--- src/rtl/mcp3002_follower.sv ---
// -----------------------------------------------------------------------------
// mcp3002_follower
//   Emulates an MCP3002 10-bit, 2-channel ADC on an SPI bus. The bus pins are
//   oversampled on CLK_50MHz; SCLK is treated as data and never used as a clock.
//   The conversion result comes from ch0_data/ch1_data. It is latched once per
//   frame, when the ODD/SIGN configuration bit is captured.
//
// Ports
//   CLK_50MHz   in   system clock, all logic on posedge
//   RESET       in   asynchronous active-low reset
//   SCLK        in   bus clock from the leader (asynchronous, oversampled)
//   CS          in   chip select, active low
//   Din         in   configuration bits, sampled on SCLK rise
//   ch0_data    in   CH0 sample value
//   ch1_data    in   CH1 sample value
//   Dout        out  serial result, updated on SCLK fall
//   Dout_oe     out  1 = drive Dout, 0 = release the bus
//   conv_ch     out  ODD/SIGN bit of the last accepted configuration
//   conv_sgl    out  SGL/DIFF bit of the last accepted configuration
//   frame_done  out  1-cycle pulse: CS rose after all result bits were sent
//   frame_abort out  1-cycle pulse: CS rose mid-frame, before the last result bit
// -----------------------------------------------------------------------------
module mcp3002_follower #(
  parameter int DATA_BITS   = 10,
  parameter int SYNC_STAGES = 2
) (
  input  logic                 CLK_50MHz,
  input  logic                 RESET,
  input  logic                 SCLK,
  input  logic                 CS,
  input  logic                 Din,
  input  logic [DATA_BITS-1:0] ch0_data,
  input  logic [DATA_BITS-1:0] ch1_data,
  output logic                 Dout,
  output logic                 Dout_oe,
  output logic                 conv_ch,
  output logic                 conv_sgl,
  output logic                 frame_done,
  output logic                 frame_abort
);

  localparam int CNT_W = $clog2(DATA_BITS + 1);

  localparam logic [CNT_W-1:0] CNT_ZERO = CNT_W'(0);
  localparam logic [CNT_W-1:0] CNT_ONE  = CNT_W'(1);
  localparam logic [CNT_W-1:0] CNT_MSB  = CNT_W'(DATA_BITS - 1);

  localparam logic [2:0] ST_IDLE     = 3'd0;
  localparam logic [2:0] ST_START    = 3'd1;
  localparam logic [2:0] ST_CFG      = 3'd2;
  localparam logic [2:0] ST_NULL     = 3'd3;
  localparam logic [2:0] ST_DATA_MSB = 3'd4;
  localparam logic [2:0] ST_DATA_LSB = 3'd5;
  localparam logic [2:0] ST_HOLD     = 3'd6;

  // Synchroniser chains plus one history flop per line for edge detection.
  logic [SYNC_STAGES-1:0] sclk_sync_q;
  logic [SYNC_STAGES-1:0] cs_sync_q;
  logic [SYNC_STAGES-1:0] din_sync_q;
  logic                   sclk_prev_q;
  logic                   cs_prev_q;

  logic sclk_s;
  logic cs_s;
  logic din_s;
  logic sclk_rise;
  logic sclk_fall;
  logic cs_rise;
  logic cs_fall;

  // Frame state
  logic [2:0]           state_q,    state_d;
  logic [CNT_W-1:0]     bit_cnt_q,  bit_cnt_d;
  logic                 sgl_q,      sgl_d;
  logic                 msbf_q,     msbf_d;
  logic [DATA_BITS-1:0] result_q,   result_d;

  // Registered outputs
  logic dout_q,        dout_d;
  logic dout_oe_q,     dout_oe_d;
  logic conv_ch_q,     conv_ch_d;
  logic conv_sgl_q,    conv_sgl_d;
  logic frame_done_q,  frame_done_d;
  logic frame_abort_q, frame_abort_d;

  // Candidate conversion value for the ODD bit currently on the Din line
  logic [DATA_BITS-1:0] pick_a;
  logic [DATA_BITS-1:0] pick_b;
  logic [DATA_BITS-1:0] sample_val;

  // Bring the bus lines into the CLK_50MHz domain.
  // The CS chain resets low. If CS is held low through reset, no falling edge
  // appears afterwards, so a frame can only start on a fresh CS fall.
  always_ff @(posedge CLK_50MHz or negedge RESET) begin
    if (!RESET) begin
      sclk_sync_q <= {SYNC_STAGES{1'b0}};
      cs_sync_q   <= {SYNC_STAGES{1'b0}};
      din_sync_q  <= {SYNC_STAGES{1'b0}};
      sclk_prev_q <= 1'b0;
      cs_prev_q   <= 1'b0;
    end else begin
      sclk_sync_q <= {sclk_sync_q[SYNC_STAGES-2:0], SCLK};
      cs_sync_q   <= {cs_sync_q[SYNC_STAGES-2:0], CS};
      din_sync_q  <= {din_sync_q[SYNC_STAGES-2:0], Din};
      sclk_prev_q <= sclk_sync_q[SYNC_STAGES-1];
      cs_prev_q   <= cs_sync_q[SYNC_STAGES-1];
    end
  end

  assign sclk_s    = sclk_sync_q[SYNC_STAGES-1];
  assign cs_s      = cs_sync_q[SYNC_STAGES-1];
  assign din_s     = din_sync_q[SYNC_STAGES-1];
  assign sclk_rise = sclk_s & ~sclk_prev_q;
  assign sclk_fall = ~sclk_s & sclk_prev_q;
  assign cs_rise   = cs_s & ~cs_prev_q;
  assign cs_fall   = ~cs_s & cs_prev_q;

  // Select the conversion value: single-ended picks a channel, differential
  // subtracts and clamps negative results to zero.
  always_comb begin
    pick_a     = din_s ? ch1_data : ch0_data;
    pick_b     = din_s ? ch0_data : ch1_data;
    sample_val = {DATA_BITS{1'b0}};
    if (sgl_q) begin
      sample_val = pick_a;
    end else if (pick_a > pick_b) begin
      sample_val = pick_a - pick_b;
    end else begin
      sample_val = {DATA_BITS{1'b0}};
    end
  end

  // Frame sequencing: configuration decode and result shifting
  always_comb begin
    state_d       = state_q;
    bit_cnt_d     = bit_cnt_q;
    sgl_d         = sgl_q;
    msbf_d        = msbf_q;
    result_d      = result_q;
    dout_d        = dout_q;
    dout_oe_d     = dout_oe_q;
    conv_ch_d     = conv_ch_q;
    conv_sgl_d    = conv_sgl_q;
    frame_done_d  = 1'b0;
    frame_abort_d = 1'b0;

    if (cs_rise) begin
      // A CS rise ends the frame and takes priority over any SCLK edge seen in the same cycle.
      state_d   = ST_IDLE;
      bit_cnt_d = CNT_ZERO;
      dout_d    = 1'b0;
      dout_oe_d = 1'b0;
      case (state_q)
        ST_HOLD:     frame_done_d  = 1'b1;
        ST_CFG,
        ST_NULL,
        ST_DATA_MSB,
        ST_DATA_LSB: frame_abort_d = 1'b1;
        default:     frame_done_d  = 1'b0;
      endcase
    end else begin
      case (state_q)
        ST_IDLE: begin
          dout_oe_d = 1'b0;
          if (cs_fall) begin
            state_d   = ST_START;
            bit_cnt_d = CNT_ZERO;
          end else begin
            state_d = ST_IDLE;
          end
        end

        ST_START: begin
          // Leading zeros before the start bit are legal.
          if (sclk_rise && din_s) begin
            state_d   = ST_CFG;
            bit_cnt_d = CNT_ZERO;
          end else begin
            state_d = ST_START;
          end
        end

        ST_CFG: begin
          if (sclk_rise) begin
            case (bit_cnt_q)
              CNT_ZERO: begin
                sgl_d     = din_s;
                bit_cnt_d = CNT_ONE;
              end
              CNT_ONE: begin
                result_d   = sample_val;
                conv_sgl_d = sgl_q;
                conv_ch_d  = din_s;
                bit_cnt_d  = CNT_W'(2);
              end
              default: begin
                msbf_d    = din_s;
                bit_cnt_d = CNT_ZERO;
                state_d   = ST_NULL;
              end
            endcase
          end else begin
            state_d = ST_CFG;
          end
        end

        ST_NULL: begin
          if (sclk_fall) begin
            dout_oe_d = 1'b1;
            dout_d    = 1'b0;
            bit_cnt_d = CNT_MSB;
            state_d   = ST_DATA_MSB;
          end else begin
            state_d = ST_NULL;
          end
        end

        ST_DATA_MSB: begin
          if (sclk_fall) begin
            dout_d = result_q[bit_cnt_q];
            if (bit_cnt_q == CNT_ZERO) begin
              // B0 is shared between the MSB-first and LSB-first halves.
              bit_cnt_d = CNT_ONE;
              state_d   = msbf_q ? ST_HOLD : ST_DATA_LSB;
            end else begin
              bit_cnt_d = bit_cnt_q - CNT_ONE;
            end
          end else begin
            state_d = ST_DATA_MSB;
          end
        end

        ST_DATA_LSB: begin
          if (sclk_fall) begin
            dout_d = result_q[bit_cnt_q];
            if (bit_cnt_q == CNT_MSB) begin
              bit_cnt_d = CNT_ZERO;
              state_d   = ST_HOLD;
            end else begin
              bit_cnt_d = bit_cnt_q + CNT_ONE;
            end
          end else begin
            state_d = ST_DATA_LSB;
          end
        end

        ST_HOLD: begin
          if (sclk_fall) begin
            dout_d = 1'b0;
          end else begin
            dout_d = dout_q;
          end
        end

        default: begin
          state_d   = ST_IDLE;
          bit_cnt_d = CNT_ZERO;
          dout_d    = 1'b0;
          dout_oe_d = 1'b0;
        end
      endcase
    end
  end

  // State and output registers
  always_ff @(posedge CLK_50MHz or negedge RESET) begin
    if (!RESET) begin
      state_q       <= ST_IDLE;
      bit_cnt_q     <= CNT_ZERO;
      sgl_q         <= 1'b0;
      msbf_q        <= 1'b0;
      result_q      <= {DATA_BITS{1'b0}};
      dout_q        <= 1'b0;
      dout_oe_q     <= 1'b0;
      conv_ch_q     <= 1'b0;
      conv_sgl_q    <= 1'b0;
      frame_done_q  <= 1'b0;
      frame_abort_q <= 1'b0;
    end else begin
      state_q       <= state_d;
      bit_cnt_q     <= bit_cnt_d;
      sgl_q         <= sgl_d;
      msbf_q        <= msbf_d;
      result_q      <= result_d;
      dout_q        <= dout_d;
      dout_oe_q     <= dout_oe_d;
      conv_ch_q     <= conv_ch_d;
      conv_sgl_q    <= conv_sgl_d;
      frame_done_q  <= frame_done_d;
      frame_abort_q <= frame_abort_d;
    end
  end

  assign Dout        = dout_q;
  assign Dout_oe     = dout_oe_q;
  assign conv_ch     = conv_ch_q;
  assign conv_sgl    = conv_sgl_q;
  assign frame_done  = frame_done_q;
  assign frame_abort = frame_abort_q;

endmodule

--- config.mk ---
export PLATFORM = sky130hd
export DESIGN_NAME = mcp3002_follower
export DESIGN_NICKNAME = d
export VERILOG_FILES = /design/src/rtl/mcp3002_follower.sv
export SDC_FILE = /design/constraint.sdc
export NUM_CORES = 1
export LEC_CHECK = 0
export BUFFER_PORTS_ARGS = -buffer_cell sky130_fd_sc_hd__buf_4
export CAP_MARGIN = 15
export CORE_MARGIN = 2
export CORE_UTILIZATION = 49
export CTS_BUF_LIST = sky130_fd_sc_hd__clkbuf_8
export DETAILED_ROUTE_END_ITERATION = 10
export GPL_TIMING_DRIVEN = 0
export HOLD_SLACK_MARGIN = 0.12
export PLACE_DENSITY = 0.8
export SYNTH_ARGS = -nofsm -noshare
export SYNTH_HDL_FRONTEND = slang
export SYNTH_SLANG_ARGS = --single-unit
--- constraint.sdc ---
create_clock -name CLK_50MHz -period 4.6 [get_ports CLK_50MHz]
set_input_delay 0.46 -clock CLK_50MHz [delete_from_list [all_inputs] [get_ports CLK_50MHz]]
set_output_delay 0.46 -clock CLK_50MHz [all_outputs]
set_load 0.05 [all_outputs]
== After elaboration in Yosys (flattened, before gate mapping) ==
Index checks and enable logic that the tools add are counted.
W data, S select, Z words.
Word-level totals
  flip-flop bits (word level): 33
  input port bits: 25
  output and inout port bits: 6
  word-level logic and storage cells: 109
Cells by class
  add/subtract/negate cells: 3
  magnitude comparators: 2
  equality and inequality tests: 22
  multiplexer cells: 40
  bitwise operators: 10
  reduce and logical (&&, ||, !) cells: 16
Operators with widths (number)
  $mux W10: 4
  $mux W4: 9
  $pmux W4 S7: 1
  $mux W3: 8
  $pmux W3 S7: 1
  $ne A3 B3 Y1 const B: 6
  $reduce_and A4 Y1: 4
  $ne A4 B4 Y1 const B: 3
  $mux W1: 11
  $gt A10 B10 Y1: 1
  $sub A10 B10 Y10: 1
  $eq A3 B3 Y1 const B: 3
  $reduce_and A7 Y1: 1
  $eq A3 B2 Y1 const B: 2
  $ne A3 B1 Y1 const B: 2
  $not A1 Y1: 6
  $reduce_or A2 Y1: 3
  $lt A4 B5 Y1 const B: 1
  $reduce_or A5 Y1: 1
  $add A4 B1 Y4 const B: 1
  $and A1 B1 Y1: 4
  $bmux W1 S4: 1
  $eq A4 B1 Y1 const B: 1
  $eq A4 B4 Y1 const B: 1
  15 further kinds: 17

== Logic depth before layout (Yosys ltp) ==
  depth after elaboration: 6
  mapped depth: 11
  gate-level depth less buffers: 9

== Worst setup path before layout ==
OpenSTA, ideal clock, no wires.
  path kind: flip-flop to flip-flop
  start: register din_sync_q[1]
  end: register result_q[9]
  setup time: 0.077 ns
  arrival time: 3.253 ns
  data required time: 4.523 ns
  slack: 1.269 ns
  stages on the path, launching flop included: 12
  buffers on the path: 2
  clock period less this slack: 3.331 ns
  path through: dfrtp_1 buf_1 buf_2 mux2_2 ha_1 fa_1 nor2b_1 o31ai_1 a31oi_2 o311ai_4 or4_1 a21oi_1
On the way
  word-level cells in the longest chain between the ends: 4
  elaborated cells on any way between the ends: 6
  those cells by class: add/sub (1); order compare (1); mux (4)
Ends and longest elaborated chain
  start: declaration: RTL line 59  | logic [SYNC_STAGES-1:0] din_sync_q;
  start signal: assignment: RTL line 98  | din_sync_q <= {SYNC_STAGES{1'b0}};
  start signal: assignment: RTL line 104  | din_sync_q <= {din_sync_q[SYNC_STAGES-2:0], Din};
  $mux W10, on equally long branches: RTL line 121, 122
  $sub A10 B10 Y10 / $gt A10 B10 Y1 (equally long branches): RTL line 127, 126
  $mux W10: RTL line 126  | end else if (pick_a > pick_b) begin
  $mux W10 (*): RTL line 124  | if (sgl_q) begin
  end signal: assignment: RTL line 272  | result_q <= {DATA_BITS{1'b0}};
  end signal: assignment: RTL line 284  | result_q <= result_d;
  end: declaration: RTL line 76  | logic [DATA_BITS-1:0] result_q, result_d;
Every way passes the cells marked *; elsewhere a longest branch is shown, timed or not.
A chain may end at the register's enable or synchronous reset.

== Worst setup path in the final report ==
Ends and elaborated chain as after synthesis.

==> run_results.csv <==
group,metric,value,unit
status,status,"complete, no violations",
critical_path,crit_path_start_kind,"register",
synthesis,syn_nets,334,
detailed_routing,drc,0,
cts,htree_levels,2,
finish,fin_area,3064,um^2
sta,slew_headroom,61.16,%
critical_path,cp_top_family,"buffers and inverters",
floorplan,rows,26,
global_routing,overflow,0,
finish,areaGrowthSynthToFinish,16.67,%
detailed_routing,wire_per_inst,14.97,um
critical_path,cp.buffers_inverters,2,
worst_hold_path,worstHoldEndpoint,"din_sync_q[0]",
pwr,intPower,0.0007690,W
sta,setup_viol,0,
synthesis,synth_seq_cells,33,
detailed_routing,vias,2455,
critical_path,r2r-start,"din_sync_q[1]",
pwr,swShare,40.12,%
critical_path,r2r-end,"result_q[9]",
critical_path,worstPathArrival,4030,ps
floorplan,initial_core_util,51.10,%
place,gp_congestion,0.8677,
sta,rsz0062_at_grt,"false",
sta,period_share,82.82,%
finish,drive_above_1_share,19.28,%
detailed_routing,avgViaCountPerCell,6.107,
detailed_routing,firstDrtPassIters,5,
detailed_routing,drtAntennaViolNets,0,
global_routing,grt_pass1_vias,2338,
pwr,peakVddDrop,0.1538,mV
synthesis,synth_cells,293,
pwr,pwr-share-clk,21.7,%
floorplan,die_area,5961,um^2
sta,whs,271.0,ps
cts,post_cts_buffers,0,
synthesis,ys_warn_count,0,
critical_path,worst-endpoint-required,4820,ps
place,place_area,2939,um^2
floorplan,die_y,77.21,um
worst_hold_path,worstHoldStart,"Din",
critical_path,cp_max_fo,10,
detailed_routing,drt-total-wl,6.017,mm
cts,postCtsResizedCells,0,
sta,finalSetupTns,0,ps
critical_path,critPathKind,"register to register",
cts,clock_latency,290,ps
pwr,p_switching,0.0005152,W
synthesis,synth_area,2626,um^2
cts,tritoncts,"done",
finish,stdcell_count,402,
floorplan,die_w,77.21,um
critical_path,worst_path_largest_cell_delay,560,ps
synthesis,yosysUniqueCellTypes,61,
sta,final_max_slew_viol_count,0,
detailed_routing,drtIter0Drc,227,
pwr,leakage,1.319,nW
sta,fmax,262.5,MHz
critical_path,rr_worst_depth,11,
synthesis,async_flop_share,100.0,%
global_routing,grt_use_total,21.09,%
critical_path,path_cells,"buf_1, buf_2, mux2_2, ha_1, fa_1, nor2b_1, o31ai_1, a31oi_2, o311ai_4, or4_1, a21oi_1",
floorplan,fp.coreArea,5140,um^2
sta,fin_skew,4.589,ps
synthesis,synth_area_per_cell,8.963,um^2
pwr,comb_power_share,46.9,%
global_routing,grt_pass1_wl,10.26,mm
global_routing,antenna_found_initial,0,
place,dp_hpwl,4.584,mm
critical_path,cp_slowest_cell,"or4_1",
sta,post-route-min-period,3809,ps
worst_hold_path,min_path_cells,1,
sta,hold_viol,0,
cts,clock-root-buffer,"clkbuf_8",
cts,cts.path.max_buffers,2,
synthesis,synth_ff_type,"dfrtp_1",
place,io_buffers,30,
pwr,seq_power_share,31.4,%
cts,clkTransAtPathRegs,70,ps
synthesis,synth_enable_flop_cells,0,
cts,cts_buffers,5,
cts,cts.sinks,33,
global_routing,grt_max_degree,34,
floorplan,ioPinCount,31,
worst_hold_path,hold_path.class,"input port to register",
sta,worst_pin_slew,580.4,ps
critical_path,r2r_setup_slack,790,ps
place,dp_cells,393,
pwr,power.density,419.1,nW/um^2
critical_path,cp-end-kind,"register",
finish,nets,372,
finish,diodes,0,
synthesis,yosysSeqAreaShare,31.44,%
job,max_cap_violations,0,
power groups by stage:
| stage | clock [W] | sequential, W | combinational (W) |
|---|---|---|---|
| 2_1_floorplan | 0 | 0.000423 | 0.000427 |
| 3_3_place_gp | 0 | 0.000407 | 0.000574 |
| 3_5_place_dp | 0 | 0.000408 | 0.000590 |
| 4_1_cts | 0.000281 | 0.000404 | 0.000594 |
| 5_1_grt | 0.000294 | 0.000412 | 0.000663 |
| 6_report | 0.000278 | 0.000404 | 0.000602 |
flip-flops by register name, summed over array words and instances (netlist names), 2 cells and up:
signal       cells
din_sync_q       2
result_q        10
cs_sync_q        2
sclk_sync_q      2
state_q          3
bit_cnt_q        4
through the flow:
| step | power, W | utilization, % | setup slack, ps |
|---|---|---|---|
| 6_report | 0.001284 | 59.62 | 790.5 |
| 5_1_grt | 0.001368 | 59.62 | 497.4 |
| 4_1_cts | 0.001279 | 59.62 | 774.2 |
| 3_5_place_dp | 0.0009988 | 57.18 | 814.5 |
| 3_3_place_gp | 0.0009804 | 57.18 | 858.0 |
| 2_1_floorplan | 0.0008502 | - | 1269 |
cells in the final DEF (no fill, tap or decap), types with 3 or more instances in the layout:
cell type  count
nor2_1        25
o221ai_1       3
a21o_1         3
ha_1          15
a2bb2oi_1      5
buf_4         30
o21ai_0       17
and3_1         4
o21a_1         6
a21oi_1       24
o311ai_0       4
dfrtp_1       33
nor2b_1        6
nor3_1         7
nand3_1        6
inv_1         13
nand2b_1       4
mux2i_1       14
xnor2_1        3
a31oi_1        3
nand2_1       26
mux2_2        12
clkbuf_1       9
clkbuf_8       5
logic make-up (layout without fill, tap and decap cells):
| kind of cell | after synthesis | count (layout) | share of synthesized area [%] |
|---|---|---|---|
| compound gates | 92 | 92 | 24.49 |
| simple gates | 92 | 92 | 16.91 |
| flops | 33 | 33 | 31.44 |
| mux | 28 | 28 | 12.20 |
| buf+inv | 25 | 64 | 3.906 |
| fa+ha+maj | 18 | 18 | 8.671 |
| xor+xnor | 5 | 5 | 2.382 |
routing by layer:
layer  vias to the layer above  routed length, um  GRT usage, %
met5                         -                  0             0
met4                         0                126         9.286
met1                      1185               2573         25.65
met2                        91               2994         36.61
li1                       1167                  -             -
met3                        12                323         3.412
cell type report:
| type | instances | area, um^2 |
|---|---|---|
| inverters | 13 | 48.80 |
| well taps | 70 | 87.58 |
| clock buffers | 5 | 68.82 |
| fillers | 483 | 2076 |
| repair buffers | 31 | 235.2 |
| clock inverters | 3 | 46.29 |
| multi-input cells | 235 | 1698 |
| flip-flops and latches | 33 | 825.8 |
| plain buffers | 12 | 53.80 |
worst max-delay path by stage:
stage	start	endpoint	slack (ps)	cells after the start
global route	din_sync_q[1]	result_q[9]	500	11
floorplan	din_sync_q[1]	result_q[9]	1270	11
detailed placement	din_sync_q[1]	result_q[9]	810	11
finish	din_sync_q[1]	result_q[9]	790	11
CTS	din_sync_q[1]	result_q[9]	770	11
global placement	din_sync_q[1]	result_q[9]	860	11
synth_stat cells (7+ instances only):
| master | number | area [um^2] |
|---|---|---|
| dfrtp_1 | 33 | 825.8 |
| nand2_1 | 26 | 97.59 |
| nor2_1 | 25 | 93.84 |
| a21oi_1 | 24 | 120.1 |
| o21ai_0 | 17 | 85.08 |
| ha_1 | 15 | 187.7 |
| mux2i_1 | 14 | 140.1 |
| inv_1 | 13 | 48.80 |
| mux2_2 | 12 | 135.1 |
| clkbuf_1 | 9 | 33.78 |
| nor3_1 | 7 | 35.03 |
repair_timing:
| item | CTS | global route |
|---|---|---|
| hold endpoints to repair | 33 | 0 |
| endpoints found under the setup margin | 0 | 0 |
| hold buffers | 1 | 0 |
No activity file was read; power rests on OpenSTA's default activity.
